File: config.mk
export PLATFORM = sky130hd
export DESIGN_NAME = secuenciador_corte
export DESIGN_NICKNAME = d
export VERILOG_FILES = /design/src/rtl/secuenciador_corte_pkg.sv /design/src/rtl/secuenciador_corte.sv
export SDC_FILE = /design/constraint.sdc
export NUM_CORES = 1
export LEC_CHECK = 0
export BUFFER_PORTS_ARGS = -buffer_cell sky130_fd_sc_hd__buf_2
export CAP_MARGIN = 20
export CORE_MARGIN = 2
export CORE_UTILIZATION = 35
export CTS_CLUSTER_DIAMETER = 40
export DETAILED_ROUTE_END_ITERATION = 8
export GPL_ROUTABILITY_DRIVEN = 1
export GPL_TIMING_DRIVEN = 0
export PLACE_DENSITY = 0.75
export SLEW_MARGIN = 20
export SYNTH_ARGS = -nofsm -noshare
export SYNTH_HDL_FRONTEND = slang
export SYNTH_SLANG_ARGS = --single-unit
File: constraint.sdc
create_clock -name clock_i -period 2.93 [get_ports clock_i]
set_input_delay 0.1465 -clock clock_i [delete_from_list [all_inputs] [get_ports clock_i]]
set_output_delay 0.1465 -clock clock_i [all_outputs]
set_load 0.02 [all_outputs]
File: src/rtl/secuenciador_corte_pkg.sv
// Shared constants and state encoding for the cut-pattern sequencer.
package secuenciador_corte_pkg;

  localparam int unsigned ANCHO_DATO = 12;
  localparam int unsigned ANCHO_DIR  = 9;

  localparam logic [ANCHO_DATO-1:0] MARCA_FIN  = 12'hFFF;
  localparam logic [ANCHO_DIR-1:0]  DIR_ULTIMA = 9'd511;

  typedef enum logic [2:0] {
    StReposo,
    StCarga,
    StLeer,
    StEspera,
    StEvalua,
    StPresenta
  } estado_e;

endpackage

File: src/rtl/secuenciador_corte.sv
// Load/run sequencer in front of the 512x12 cut-pattern RAM: sequential load from address 0,
// then read-back with a valid/listo handshake until the end marker or the last address.
module secuenciador_corte
  import secuenciador_corte_pkg::*;
(
  input  logic                  clock_i,
  input  logic                  reset_i,
  input  logic                  iniciar_carga_i,
  input  logic                  cargar_valido_i,
  input  logic [ANCHO_DATO-1:0] cargar_dato_i,
  output logic                  cargar_listo_o,
  input  logic                  iniciar_corte_i,
  output logic                  palabra_valida_o,
  output logic [ANCHO_DATO-1:0] palabra_o,
  input  logic                  palabra_listo_i,
  output logic                  terminado_o,
  output logic                  error_desborde_o,
  output logic                  ocupado_o,
  output logic                  leer_escribir_memoria_o,
  output logic [ANCHO_DIR-1:0]  direccion_memoria_o,
  output logic [ANCHO_DATO-1:0] dato_escribir_memoria_o,
  input  logic [ANCHO_DATO-1:0] dato_leer_memoria_i,
  input  logic                  corte_terminado_i
);

  estado_e               estado_q, estado_d;
  logic [ANCHO_DIR-1:0]  ptr_q, ptr_d;
  logic [ANCHO_DATO-1:0] palabra_q, palabra_d;
  logic                  valida_q, valida_d;
  logic                  terminado_q, terminado_d;
  logic                  error_q, error_d;
  logic                  acepta;

  // Gated by reset so a word presented in the reset cycle is never written.
  assign acepta = (estado_q == StCarga) && cargar_valido_i && !reset_i;

  always_ff @(posedge clock_i) begin
    if (reset_i) begin
      estado_q    <= StReposo;
      ptr_q       <= '0;
      palabra_q   <= '0;
      valida_q    <= 1'b0;
      terminado_q <= 1'b0;
      error_q     <= 1'b0;
    end else begin
      estado_q    <= estado_d;
      ptr_q       <= ptr_d;
      palabra_q   <= palabra_d;
      valida_q    <= valida_d;
      terminado_q <= terminado_d;
      error_q     <= error_d;
    end
  end

  always_comb begin
    estado_d    = estado_q;
    ptr_d       = ptr_q;
    palabra_d   = palabra_q;
    valida_d    = valida_q;
    terminado_d = 1'b0;
    error_d     = error_q;

    unique case (estado_q)
      StReposo: begin
        if (iniciar_carga_i) begin
          estado_d = StCarga;
          ptr_d    = '0;
          error_d  = 1'b0;
        end else if (iniciar_corte_i) begin
          estado_d = StLeer;
          ptr_d    = '0;
          error_d  = 1'b0;
        end
      end

      StCarga: begin
        if (acepta) begin
          if (ptr_q == DIR_ULTIMA) begin
            error_d  = 1'b1;
            estado_d = StReposo;
          end else if (cargar_dato_i == MARCA_FIN) begin
            estado_d = StReposo;
          end else begin
            ptr_d = ptr_q + 1'b1;
          end
        end
      end

      StLeer:   estado_d = StEspera;
      StEspera: estado_d = StEvalua;

      StEvalua: begin
        if (corte_terminado_i) begin
          terminado_d = 1'b1;
          estado_d    = StReposo;
        end else begin
          palabra_d = dato_leer_memoria_i;
          valida_d  = 1'b1;
          estado_d  = StPresenta;
        end
      end

      StPresenta: begin
        if (palabra_listo_i) begin
          valida_d = 1'b0;
          if (ptr_q == DIR_ULTIMA) begin
            error_d     = 1'b1;
            terminado_d = 1'b1;
            estado_d    = StReposo;
          end else begin
            ptr_d    = ptr_q + 1'b1;
            estado_d = StLeer;
          end
        end
      end

      default: estado_d = StReposo;
    endcase
  end

  assign cargar_listo_o          = acepta;
  assign leer_escribir_memoria_o = acepta;
  assign dato_escribir_memoria_o = acepta ? cargar_dato_i : '0;
  // Pointer drives the RAM in every active state, so the read address stays put while waiting.
  assign direccion_memoria_o     = (estado_q == StReposo) ? '0 : ptr_q;
  assign ocupado_o               = (estado_q != StReposo);
  assign palabra_valida_o        = valida_q;
  assign palabra_o               = palabra_q;
  assign terminado_o             = terminado_q;
  assign error_desborde_o        = error_q;

endmodule

==> results_dict.tcl <==
set metrics [dict create \
    portBuffers 69 \
    numCtsBuffers 3 \
    drt_wl_total_mm 3.90 \
    cts_tree "yes" \
    vias_per_cell 5.22 \
    power_frac_seq 0.447 \
    synth_area_um2 1540 \
    multi_input_comb_area_um2 926 \
    drtIter0Drc 119 \
    drv_slew 0 \
    async_flop_share 0 \
    cts_sinks 27 \
    cp_num_buf_inv 0 \
    route.vias.total 1681 \
    yosys.cell_types.count 44 \
    grt_max_degree 17 \
    drtAntennaViolNets 0 \
    hold_buffers 0 \
    detail_route.wl_per_cell_um 12.1 \
    intPower_mw 0.580 \
    synth.yosys.warnings 0 \
    dieArea_um2 4950 \
    switching_share 0.338 \
    cp.depth 7 \
    vdd_ir_drop_max_uv 280 \
    gp_routability_congestion 0.848 \
    tightest_slew_ns 0.581 \
    cp-endpoint "ptr_q[3]$_SDFFE_PP0P_" \
    final_cell_mix "buf_2, nand2_1, dfxtp_1" \
    post_cts_buffers 0 \
    die_w_um 70.4 \
    seq_area_um2 541 \
    grt_pass1_wl_mm 6.61 \
    syn_inst 197 \
    crit_path_start "ptr_q[0]$_SDFFE_PP0P_" \
    final_cells 322 \
    drcViolationCount 0 \
    min_from "dato_leer_memoria_i[4]" \
    gr-total-overflow 0 \
    start_util 0.359 \
    fillers 439 \
    critical_path.top_delay_family "compound AO/OA/AOI/OAI gates" \
    rrSetupSlack_ns 0.74 \
    grt_setup_unrepaired "no" \
    coreArea_um2 4290 \
    grt_use_total 0.160 \
    combPwrFrac 0.301 \
    area_growth_pct 29.8 \
    fin_nets 304 \
    clk_latency_ns 0.28 \
    cts_max_level 1 \
    dp_cells 318 \
    syn_nets 230 \
    num_antenna_cells 0 \
    power.density_nw_per_um2 438 \
    cp_cell_sequence "ha_1 -> nand4_1 -> nor2_1 -> ha_1 -> a41o_1 -> a2111oi_0 -> o21ai_1" \
    fin_setup_tns_ns 0 \
    p_leak_nw 0.883 \
    max-slew-margin-rel 0.609 \
    synthFlopType "dfxtp_1" \
    ys_ff_latch 27 \
    antenna_found_initial 0 \
    grt_pass1_vias 1530 \
    path_clk_slew_ns 0.10 \
    outcome "finished, final reports clean" \
    reg2reg_from "ptr_q[0]$_SDFFE_PP0P_" \
    worstRegToRegCells 7 \
    clock_skew_ns 0.00457 \
    p_clk_frac 0.252 \
    fin_util 0.466 \
    place_area_um2 1950 \
    avgSynthCellArea_um2 7.83 \
    finalCriticalPeriod_ns 2.19 \
    die_y_um 70.4 \
    net-switching-power_mw 0.297 \
    final_cell_area_um2 2000 \
    clockBufferDepth 2 \
    rows 24 \
    cts-resized-gates 0 \
    setup_viol 0 \
    ys_seq_area_frac 0.350 \
    critPathMostFrequentCell "ha_1" \
    final_common_cell "buf_2" \
    hpwl_mm 2.98 \
    path_max_fanout 6 \
    root_buffer "clkbuf_8" \
    hold_class "input port to flop" \
    maxCapViolCount 0 \
    timing.critical_path.to_type "flop" \
    drive_gt1_frac 0.319 \
    cp-start-kind "flop" \
    max_freq_mhz 457 \
    rr_endpoint "ptr_q[3]$_SDFFE_PP0P_" \
    worstPathArrival_ns 2.34 \
    crit_required_ns 3.09 \
    path_class "flop to flop" \
    synth_edf_count 0 \
    io_pins 70 \
    finalHoldViolCount 0 \
    timing.final.crit_share 0.746 \
    drt-pass1-iter-count 4 \
    holdWs_ns 0.0926 \
    crit_slowest_cell "a2111oi_0" \
    cpPeakStageDelay_ns 0.55 \
]
per-stage QoR:
stage          setup WS [ns]  power, mW
5_1_grt                0.556      0.927
3_3_place_gp           0.786      0.660
3_5_place_dp           0.742      0.662
2_1_floorplan           1.10      0.583
6_report               0.744      0.877
4_1_cts                0.730      0.884
how the worst min path moves through the flow:
stage               cells after the start                         end
detailed placement                      3   palabra_o[1]$_SDFFE_PP0P_
global placement                        3   palabra_o[7]$_SDFFE_PP0P_
finish                                  3   palabra_o[4]$_SDFFE_PP0P_
CTS                                     3   palabra_o[1]$_SDFFE_PP0P_
global route                            3   palabra_o[8]$_SDFFE_PP0P_
floorplan                               2  palabra_o[10]$_SDFFE_PP0P_
metal layers:
metal	up-vias	share of wire	wire length [um]	global-route usage
met4	0	0.012	47	0.0513
li1	850	-	-	-
met1	757	0.44	1710	0.188
met3	5	0.071	278	0.0346
met2	69	0.48	1870	0.288
met5	-	0	0	0
worst reg2reg max path, cell delays in order, from the launching register on:
cell       delay (ns)
dfxtp_1          0.35
ha_1             0.26
nand4_1          0.15
nor2_1           0.07
ha_1             0.27
a41o_1           0.30
a2111oi_0        0.55
o21ai_1          0.11
synthesized netlist by cell type, types with 2 or more instances:
library cell / n / area share
nor2b_1: 2 / 0.0081
nor4b_1: 2 / 0.011
a2111oi_0: 4 / 0.023
mux2i_1: 2 / 0.013
a31oi_1: 4 / 0.016
buf_2: 4 / 0.013
inv_1: 4 / 0.0097
nand2b_1: 11 / 0.045
o21ai_1: 4 / 0.013
nor2_1: 9 / 0.022
a21oi_1: 18 / 0.058
nand2_1: 28 / 0.068
inv_2: 2 / 0.0049
nand4_1: 5 / 0.020
clkbuf_1: 6 / 0.015
o21a_1: 2 / 0.0097
and4_1: 3 / 0.017
nand3_1: 4 / 0.013
and2_1: 23 / 0.093
dfxtp_1: 27 / 0.35
o32ai_1: 2 / 0.011
or3_1: 2 / 0.0081
o21ai_0: 2 / 0.0065
ha_1: 2 / 0.016
nor3_1: 5 / 0.016
o22ai_1: 2 / 0.0081
final cells by class:
cell class,count,area share
plain buffers,12,0.0269
clock buffers,3,0.0206
clock inverters,1,0.00375
inverters,6,0.0113
multi-input cells,152,0.463
flip-flops and latches,27,0.270
well taps,52,0.0325
repair buffers,69,0.172
cells by family (layout without fill, tap and decap cells):
kind of cell / Yosys count / in the layout / share of synthesized area
simple gates: 99 / 99 / 0.350
compound gates: 49 / 49 / 0.221
flops: 27 / 27 / 0.350
buf+inv: 18 / 91 / 0.0495
fa+ha+maj: 2 / 2 / 0.0162
mux: 2 / 2 / 0.0130
registers in the layout, summed over array words and instances (netlist names):
register / cells
ptr_q: 9
palabra_valida_o: 1
error_desborde_o: 1
palabra_o: 12
terminado_o: 1
estado_q: 3
power groups by stage:
stage	clock network, mW	logic [mW]	registers (mW)
finish	0.221	0.264	0.392
global route	0.237	0.296	0.394
CTS	0.228	0.264	0.392
detailed placement	0	0.262	0.400
global placement	0	0.260	0.400
floorplan	0	0.182	0.401
(Power assumes the default switching activity.)
